[src/rtl/div_result_bcd_formatter_if.sv]
// Handshake bundle between the divider, the BCD formatter and the result consumer.
// The slave side is the formatter; the master side is whoever drives it.
interface div_result_bcd_formatter_if #(
    parameter int QW = 4,
    parameter int RW = 5,
    parameter int QD = 2,
    parameter int RD = 2
);
    logic            in_valid;
    logic            in_ready;
    logic [QW-1:0]   in_q;
    logic [RW-1:0]   in_r;
    logic            out_valid;
    logic            out_ready;
    logic [4*QD-1:0] q_bcd;
    logic [4*RD-1:0] r_bcd;
    logic            busy;

    modport master (
        output in_valid, in_q, in_r, out_ready,
        input  in_ready, out_valid, q_bcd, r_bcd, busy
    );

    modport slave (
        input  in_valid, in_q, in_r, out_ready,
        output in_ready, out_valid, q_bcd, r_bcd, busy
    );
endinterface

[src/rtl/div_result_bcd_formatter.sv]
// Converts one quotient/remainder pair to packed BCD with a double-dabble engine per
// operand, one shift-add-3 step per clock; holds the result until the consumer takes it.
module div_result_bcd_formatter #(
    parameter int QW = 4,
    parameter int RW = 5,
    parameter int QD = 2,
    parameter int RD = 2
) (
    input logic                       clk,
    input logic                       rst_n,
    div_result_bcd_formatter_if.slave bus
);
    localparam int N  = (QW > RW) ? QW : RW;
    localparam int CW = (N > 1) ? $clog2(N) : 1;

    function automatic longint unsigned pow10(input int digits);
        longint unsigned p = 1;
        for (int i = 0; i < digits; i++) p = p * 10;
        return p;
    endfunction

    if (pow10(QD) <= ((64'd1 << QW) - 64'd1)) begin : g_qd_too_small
        $error("QD BCD digits cannot hold the largest QW-bit quotient");
    end
    if (pow10(RD) <= ((64'd1 << RW) - 64'd1)) begin : g_rd_too_small
        $error("RD BCD digits cannot hold the largest RW-bit remainder");
    end
    if (N < 2) begin : g_n_too_small
        $error("operand width must be at least 2 bits");
    end

    typedef enum logic [1:0] {IDLE, CONV, DONE} state_e;

    state_e          state_q, state_d;
    logic [CW-1:0]   cnt_q, cnt_d;
    logic [N-1:0]    q_bin_q, q_bin_d, r_bin_q, r_bin_d;
    logic [4*QD-1:0] q_bcd_q, q_bcd_d, q_adj;
    logic [4*RD-1:0] r_bcd_q, r_bcd_d, r_adj;
    logic            in_ready_q, in_ready_d;
    logic            out_valid_q, out_valid_d;
    logic            busy_q, busy_d;

    // Add-3 correction is purely per digit: no carry ripples between digits here.
    always_comb begin
        q_adj = q_bcd_q;
        r_adj = r_bcd_q;
        for (int i = 0; i < QD; i++) begin
            if (q_adj[4*i +: 4] >= 4'd5) q_adj[4*i +: 4] = q_adj[4*i +: 4] + 4'd3;
        end
        for (int i = 0; i < RD; i++) begin
            if (r_adj[4*i +: 4] >= 4'd5) r_adj[4*i +: 4] = r_adj[4*i +: 4] + 4'd3;
        end
    end

    always_comb begin
        // NOTE: every signal assigned here gets a default first, so no path can infer a latch.
        state_d = state_q;
        cnt_d   = cnt_q;
        q_bin_d = q_bin_q;
        r_bin_d = r_bin_q;
        q_bcd_d = q_bcd_q;
        r_bcd_d = r_bcd_q;
        case (state_q)
            IDLE: begin
                if (bus.in_valid && in_ready_q) begin
                    state_d = CONV;
                    q_bin_d = N'(bus.in_q);
                    r_bin_d = N'(bus.in_r);
                    q_bcd_d = '0;
                    r_bcd_d = '0;
                    cnt_d   = '0;
                end
            end
            CONV: begin
                q_bcd_d = {q_adj[4*QD-2:0], q_bin_q[N-1]};
                r_bcd_d = {r_adj[4*RD-2:0], r_bin_q[N-1]};
                q_bin_d = {q_bin_q[N-2:0], 1'b0};
                r_bin_d = {r_bin_q[N-2:0], 1'b0};
                cnt_d   = cnt_q + 1'b1;
                if (cnt_q == CW'(N - 1)) state_d = DONE;
            end
            DONE: begin
                if (out_valid_q && bus.out_ready) state_d = IDLE;
            end
            default: state_d = IDLE;
        endcase
        // Handshake outputs are registered copies of the next state, so in_ready
        // and out_valid can never be high in the same cycle.
        in_ready_d  = (state_d == IDLE);
        out_valid_d = (state_d == DONE);
        busy_d      = (state_d == CONV);
    end

    // NOTE: state is updated with non-blocking assignments so every flop samples pre-edge values.
    always_ff @(posedge clk or negedge rst_n) begin
        if (!rst_n) begin
            state_q     <= IDLE;
            cnt_q       <= '0;
            q_bin_q     <= '0;
            r_bin_q     <= '0;
            q_bcd_q     <= '0;
            r_bcd_q     <= '0;
            in_ready_q  <= 1'b0;
            out_valid_q <= 1'b0;
            busy_q      <= 1'b0;
        end else begin
            state_q     <= state_d;
            cnt_q       <= cnt_d;
            q_bin_q     <= q_bin_d;
            r_bin_q     <= r_bin_d;
            q_bcd_q     <= q_bcd_d;
            r_bcd_q     <= r_bcd_d;
            in_ready_q  <= in_ready_d;
            out_valid_q <= out_valid_d;
            busy_q      <= busy_d;
        end
    end

    assign bus.in_ready  = in_ready_q;
    assign bus.out_valid = out_valid_q;
    assign bus.busy      = busy_q;
    assign bus.q_bcd     = q_bcd_q;
    assign bus.r_bcd     = r_bcd_q;
endmodule
[src/flat_wrapper.sv]
// flat-port wrapper written by rule: the top's interface ports become plain ports
module div_result_bcd_formatter_flat 
#(
    parameter int QW = 4,
    parameter int RW = 5,
    parameter int QD = 2,
    parameter int RD = 2
)
  (clk, rst_n, bus_in_valid, bus_in_q, bus_in_r, bus_out_ready, bus_in_ready, bus_out_valid, bus_q_bcd, bus_r_bcd, bus_busy);
  div_result_bcd_formatter_if #(.QW(QW), .RW(RW), .QD(QD), .RD(RD)) bus_i ();
  input logic clk;
  input logic rst_n;
  input wire logic [$bits(bus_i.in_valid)-1:0] bus_in_valid;
  input wire logic [$bits(bus_i.in_q)-1:0] bus_in_q;
  input wire logic [$bits(bus_i.in_r)-1:0] bus_in_r;
  input wire logic [$bits(bus_i.out_ready)-1:0] bus_out_ready;
  output wire logic [$bits(bus_i.in_ready)-1:0] bus_in_ready;
  output wire logic [$bits(bus_i.out_valid)-1:0] bus_out_valid;
  output wire logic [$bits(bus_i.q_bcd)-1:0] bus_q_bcd;
  output wire logic [$bits(bus_i.r_bcd)-1:0] bus_r_bcd;
  output wire logic [$bits(bus_i.busy)-1:0] bus_busy;
  assign bus_i.in_valid = bus_in_valid;
  assign bus_i.in_q = bus_in_q;
  assign bus_i.in_r = bus_in_r;
  assign bus_i.out_ready = bus_out_ready;
  assign bus_in_ready = bus_i.in_ready;
  assign bus_out_valid = bus_i.out_valid;
  assign bus_q_bcd = bus_i.q_bcd;
  assign bus_r_bcd = bus_i.r_bcd;
  assign bus_busy = bus_i.busy;
  div_result_bcd_formatter #(.QW(QW), .RW(RW), .QD(QD), .RD(RD)) u_core (.clk(clk), .rst_n(rst_n), .bus(bus_i));
endmodule
[config.mk]
export PLATFORM = sky130hd
export DESIGN_NAME = div_result_bcd_formatter_flat
export DESIGN_NICKNAME = d
export VERILOG_FILES = /design/src/rtl/div_result_bcd_formatter_if.sv /design/src/rtl/div_result_bcd_formatter.sv /design/src/flat_wrapper.sv
export SDC_FILE = /design/constraint.sdc
export NUM_CORES = 1
export LEC_CHECK = 0
export ABC_CLOCK_PERIOD_IN_PS = 1500
export CAP_MARGIN = 20
export CORE_MARGIN = 2
export CORE_UTILIZATION = 50
export CTS_CLUSTER_SIZE = 20
export DETAILED_ROUTE_END_ITERATION = 8
export GPL_ROUTABILITY_DRIVEN = 0
export GPL_TIMING_DRIVEN = 1
export PLACE_DENSITY_LB_ADDON = 0.05
export SYNTH_ARGS = -nofsm -noshare
export SYNTH_HDL_FRONTEND = slang
export SYNTH_SLANG_ARGS = --single-unit
[constraint.sdc]
create_clock -name clk -period 1.5 [get_ports clk]
set_input_delay 0.225 -clock clk [delete_from_list [all_inputs] [get_ports clk]]
set_output_delay 0.225 -clock clk [all_outputs]
set_load 0.02 [all_outputs]
# Yosys cells after proc, flatten, opt, wreduce, memory -nomap -nowiden
# Index checks and enable logic that the tools add are counted.
dict set report word_totals {
  ff_bits 34
  latch_bits 0
  ram_bits 0
  rom_bits 0
  in_bits 13
  wordCells 47
  mem_count 0
}
dict set report op_classes {
  n_addsub 5
  mul 0
  div 0
  magnitude_cmp 4
  n_eq_ne 6
  n_shift 0
  n_mux 17
  bitwise 0
  n_reduce_logical 6
}
# op count
set op_table {}
lappend op_table {{one-hot mux 8 bit (2 select lines)} 2}
lappend op_table {{one-hot mux 5 bit (2 select lines)} 2}
lappend op_table {{>= comparator 4 x 3 -> 1 bit (second input constant)} 4}
lappend op_table {{2-to-1 mux 5 bit} 2}
lappend op_table {{2-to-1 mux 3 bit} 3}
lappend op_table {{adder 4 x 2 -> 4 bit (second input constant)} 2}
lappend op_table {{2-to-1 mux 4 bit} 2}
lappend op_table {{2-to-1 mux 8 bit} 1}
lappend op_table {{adder 3 x 2 -> 3 bit (second input constant)} 2}
lappend op_table {{2-to-1 mux 2 bit} 3}
lappend op_table {{one-hot mux 2 bit (3 select lines)} 1}
lappend op_table {{one-hot mux 3 bit (2 select lines)} 1}
lappend op_table {{== test 2 x 1 -> 1 bit (second input constant)} 2}
lappend op_table {{== test 2 bit (second input constant)} 2}
lappend op_table {{zero test 2 bit} 2}
lappend op_table {{adder 3 x 1 -> 3 bit (second input constant)} 1}
lappend op_table {{== test 3 bit (second input constant)} 1}
lappend op_table {{logical AND 1 bit} 2}
lappend op_table {{inequality test 2 x 1 -> 1 bit (second input constant)} 1}
lappend op_table {{AND reduction 2 bit} 1}
lappend op_table {{nonzero test 2 bit} 1}

# Longest topological paths before layout
dict set report logic_depth {
  ltp_word 4
  ltp_mapped 6
  ltp_nobuf 5
}

# Worst setup path after synthesis
# OpenSTA, ideal clock, no wires.
dict set report synth_timing {
  path_kind {register to register}
  startpoint {reg u_core.r_bcd_q[0] (netlist: u_core.bus.r_bcd[0])}
  endpoint {reg u_core.r_bcd_q[4] (netlist: u_core.bus.r_bcd[4])}
  t_arrival_ns 1.323
  setup_slack_ns 0.076
  path_stages_with_launch 6
  n_path_buf 0
  period_less_slack_ns 1.424
  path_cell_list {dfrtp_1 -> inv_1 -> ha_1 -> nor2b_1 -> o21a_1 -> o32ai_1}
}
dict set report synth_via {
  elab_chain_cells 3
  word_cells_on_any_way 4
}
# element line
set synth_rtl {}
lappend synth_rtl {{start, declared} div_result_bcd_formatter.sv:38} ;# logic [4*RD-1:0] r_bcd_q, r_bcd_d, r_adj;
lappend synth_rtl {{start signal, assigned} div_result_bcd_formatter.sv:112} ;# r_bcd_q <= r_bcd_d;
lappend synth_rtl {{adder 4 x 2 -> 4 bit or >= comparator 4 x 3 -> 1 bit (tied branches)} div_result_bcd_formatter.sv:51} ;# if (r_adj[4*i +: 4] >= 4'd5) r_adj[4*i +: 4] = r_adj[4*i +: 4] + 4'd3;
lappend synth_rtl {{2-to-1 mux 4 bit *} div_result_bcd_formatter.sv:51}
lappend synth_rtl {{one-hot mux 8 bit (2 select lines) *} div_result_bcd_formatter.sv:63} ;# case (state_q)
# Every way passes the cells marked *; elsewhere a longest branch is shown, timed or not.
# A chain may end at the register's enable or synchronous reset.

# Final worst setup path
dict set report layout_timing {
  startpoint {reg u_core.q_bcd_q[0] (netlist: u_core.bus.q_bcd[0])}
  endpoint {reg u_core.q_bcd_q[4] (netlist: u_core.bus.q_bcd[4])}
}
dict set report layout_via {
  elab_chain_cells 3
  word_cells_on_any_way 4
}
# element line
set layout_rtl {}
lappend layout_rtl {{start, declared} div_result_bcd_formatter.sv:37} ;# logic [4*QD-1:0] q_bcd_q, q_bcd_d, q_adj;
lappend layout_rtl {{start signal, assigned} div_result_bcd_formatter.sv:111} ;# q_bcd_q <= q_bcd_d;
lappend layout_rtl {{adder 4 x 2 -> 4 bit or >= comparator 4 x 3 -> 1 bit (tied branches)} div_result_bcd_formatter.sv:48} ;# if (q_adj[4*i +: 4] >= 4'd5) q_adj[4*i +: 4] = q_adj[4*i +: 4] + 4'd3;
lappend layout_rtl {{2-to-1 mux 4 bit *} div_result_bcd_formatter.sv:48}
lappend layout_rtl {{one-hot mux 8 bit (2 select lines) *} div_result_bcd_formatter.sv:63}
# Marks and branches as above.

==> flow_summary.yaml <==
clock_tree:
  cts.sinks: 34
  htreeDepth: 2
  clock_latency_ns: 0.34
  cts_hold_buf: 0
  cts_tree: "yes"
  clkSlewWorstSetupHoldPaths_ns: 0.10
  clockRootBuffer: "clkbuf_4"
  clockBufferDepth: 2
  numCtsBuffers: 5
place:
  dp_hpwl_mm: 2.68
  placed_area_um2: 2200
  port_buffers: 31
worst_setup_path:
  critPathMaxFanout: 5
  critPathLaunchType: "flip-flop"
  cp-end-kind: "flip-flop"
  max_stage_delay_ns: 0.41
  cpMaxStageDelayCell: "dfrtp_2"
  critPathTopFamily: "compound AO/OA/AOI/OAI gates"
  path_class: "reg2reg"
  r2r_cells: 5
  ff2ff_setup_slack_ns: 0.07
  worst-path-buf-inv: 1
  crit_start: "u_core.bus.q_bcd[0]"
  worstPathCellList: "inv_1 -> ha_1 -> nor2b_2 -> o21a_1 -> o32ai_1"
  r2r-start: "u_core.bus.q_bcd[0]"
  reg2reg_to: "u_core.bus.q_bcd[4]"
  cp.required_ns: 1.74
  cp_data_arrival_time_ns: 1.68
detailed_routing:
  wirelength_mm: 3.79
  post_drt_wl_per_cell_um: 14.7
  drtIter0Drc: 97
  drt_first_pass_iters: 4
  drc: 0
  via_count: 1420
  vias_per_cell: 5.50
  ant_nets: 0
finish:
  fin_util_pct: 65.4
  layout.nets: 235
  design_area_um2: 2230
  fillers: 296
  num_antenna_cells: 0
  layout-drive-gt1-share_pct: 12.7
  syn_to_final_growth_pct: 22.9
global_route:
  grt_max_degree: 35
  grtUsageTotal_pct: 20.8
  grt_antenna_before_repair: 0
  grt_pass1_vias: 1523
  grt_pass1_wl_mm: 6.60
  grt-ovfl-total: 0
floorplan:
  die_h_um: 64.3
  dieArea_um2: 4130
  num_rows: 21
  core_um2: 3420
  die_w_um: 64.3
  start_util_pct: 53.2
  boundaryPins: 32
yosys:
  ys_warn_count: 0
  netlist_instances: 173
  seq_area_frac_synth_pct: 46.8
  ys_seq_elements: 34
  synth.distinct_cells: 31
  syn_area_per_cell_um2: 10.5
  synth_area_um2: 1820
  syn_nets: 196
sta:
  fmax_mhz: 697
  slew_viol_final: 0
  slew_headroom_pct: 74.6
  fin_skew_ns: 0.00425
  final_hold_viol_count: 0
  post-route-min-period_ns: 1.43
  fin_crit_sh_pct: 95.6
  tightest_slew_ns: 0.378
  hold_ws_ns: 0.248
  setup_viol: 0
power:
  leakagePower_uw: 0.00100
  power_density_nw_per_um2: 2280
  p_sw_share_pct: 44.0
  peakVddDrop_mv: 1.24
  share_seq_of_total_power_pct: 33.2
  switchingPower_uw: 2240
  combinationalPowerShare_pct: 57.6
  p_clk_share_pct: 9.2
  intPower_uw: 2850
status:
  status: "finished, final reports clean"
run:
  cap_violations: 0
worst_hold_path:
  hold_class: "in2async"
## metal layers
layer,track usage (%),vias to the layer above,part of all wire [%]
met5,0,-,0
met4,7.45,0,1.7
met3,6.16,5,4.4
met2,37.5,27,51
met1,23.0,697,43
li1,-,691,-
## through the flow
step	setup slack [ns]	power, µW	TNS (ns)	std cells
2_1_floorplan	0.0764	3780	0	173
5_1_grt	-0.00888	5520	-0.00888	258
4_1_cts	0.0298	5080	0	257
3_5_place_dp	-0.0345	4750	-0.0529	250
3_3_place_gp	0.0157	4630	0	250
6_report	0.0661	5090	0	258
## logic make-up after synthesis
group	share of synthesized area [%]
fa+ha+maj	6.89
flops	46.8
buf+inv	7.85
xor+xnor	1.45
compound gates	24.0
simple gates	13.0
## worst max path at each step
stage,depth (start not counted),endpoint
final,5,u_core.bus.q_bcd[4]
after global routing,5,u_core.bus.q_bcd[4]
after CTS,5,u_core.bus.r_bcd[4]
after detailed placement,4,u_core.q_bin_q[0]
after global placement,4,u_core.r_bin_q[0]
after floorplan,5,u_core.bus.r_bcd[4]
## area by class of cell
class / count / area [µm²] / share of cell area, %
sequential: 34 / 852 / 38.2
tap: 46 / 57.6 / 2.58
clock buffer: 7 / 45.0 / 2.02
timing repair buffer: 40 / 379 / 17.0
inverter: 19 / 71.3 / 3.19
multi-input combinational: 112 / 828 / 37.1
## layout by cell type (no fill, tap or decap), types with 3 or more instances in the layout
cell | netlist | routed
dfrtp_1 | 34 | 33
inv_1 | 19 | 19
dlygate4sd2_1 | 0 | 19
nand2_1 | 14 | 14
nand2b_1 | 12 | 12
clkdlybuf4s50_1 | 0 | 12
nor2_1 | 10 | 10
ha_1 | 10 | 10
o2111ai_1 | 8 | 8
o21ai_0 | 7 | 7
buf_4 | 0 | 7
a211oi_1 | 5 | 5
o221a_2 | 5 | 5
clkbuf_4 | 0 | 5
o21a_1 | 4 | 4
o211ai_1 | 4 | 4
o221ai_1 | 4 | 4
o22ai_1 | 4 | 4
o31ai_1 | 3 | 3
## registers in the layout, summed over array words and instances (netlist names)
name and cells:
u_core.bus.r_bcd 8, u_core.q_bin_q 5, u_core.state_q 2, u_core.bus.in_ready 1, u_core.r_bin_q 5, u_core.bus.busy 1, u_core.cnt_q 3, u_core.bus.out_valid 1
u_core.bus.q_bcd 8
## power groups by stage
stage	clock, µW	sequential, µW	combinational, µW
floorplan	0	1860	1920
global route	517	1750	3250
global placement	0	1700	2930
detailed placement	0	1720	3030
finish	471	1690	2930
CTS	487	1700	2900
## repair_timing
| action | CTS | global route |
|---|---|---|
| hold endpoints to repair | 0 | 0 |
| endpoints found under the setup margin | 19 | 5 |
| setup buffers | 0 | 1 |
| resized for setup | 19 | 3 |
## synth_stat cells
master	n	area share (%)
o221a_1	2	1.2
a22o_1	2	0.96
dfrtp_1	34	47
nor2_1	10	2.1
inv_1	19	3.9
xnor2_1	2	0.96
nand2b_1	12	4.1
o21bai_1	2	0.83
o211ai_1	4	1.7
and2b_4	1	0.55
or2_2	1	0.34
o221ai_1	4	1.9
buf_6	5	3.1
o31ai_1	3	1.2
o221a_2	5	3.1
o2111ai_1	8	3.9
a211oi_1	5	2.1
nor2b_1	4	1.4
o21a_1	4	1.7
and4bb_4	1	0.90
a21oi_1	1	0.28
nand3b_1	1	0.41
nand2_1	14	2.9
ha_1	10	6.9
xor2_1	1	0.48
buf_2	3	0.83
o32ai_1	2	0.96
o22ai_1	4	1.4
a21oi_4	1	0.90
nor2_2	1	0.34
o21ai_0	7	1.9
Note: power is estimated with default switching activity, not from simulation.
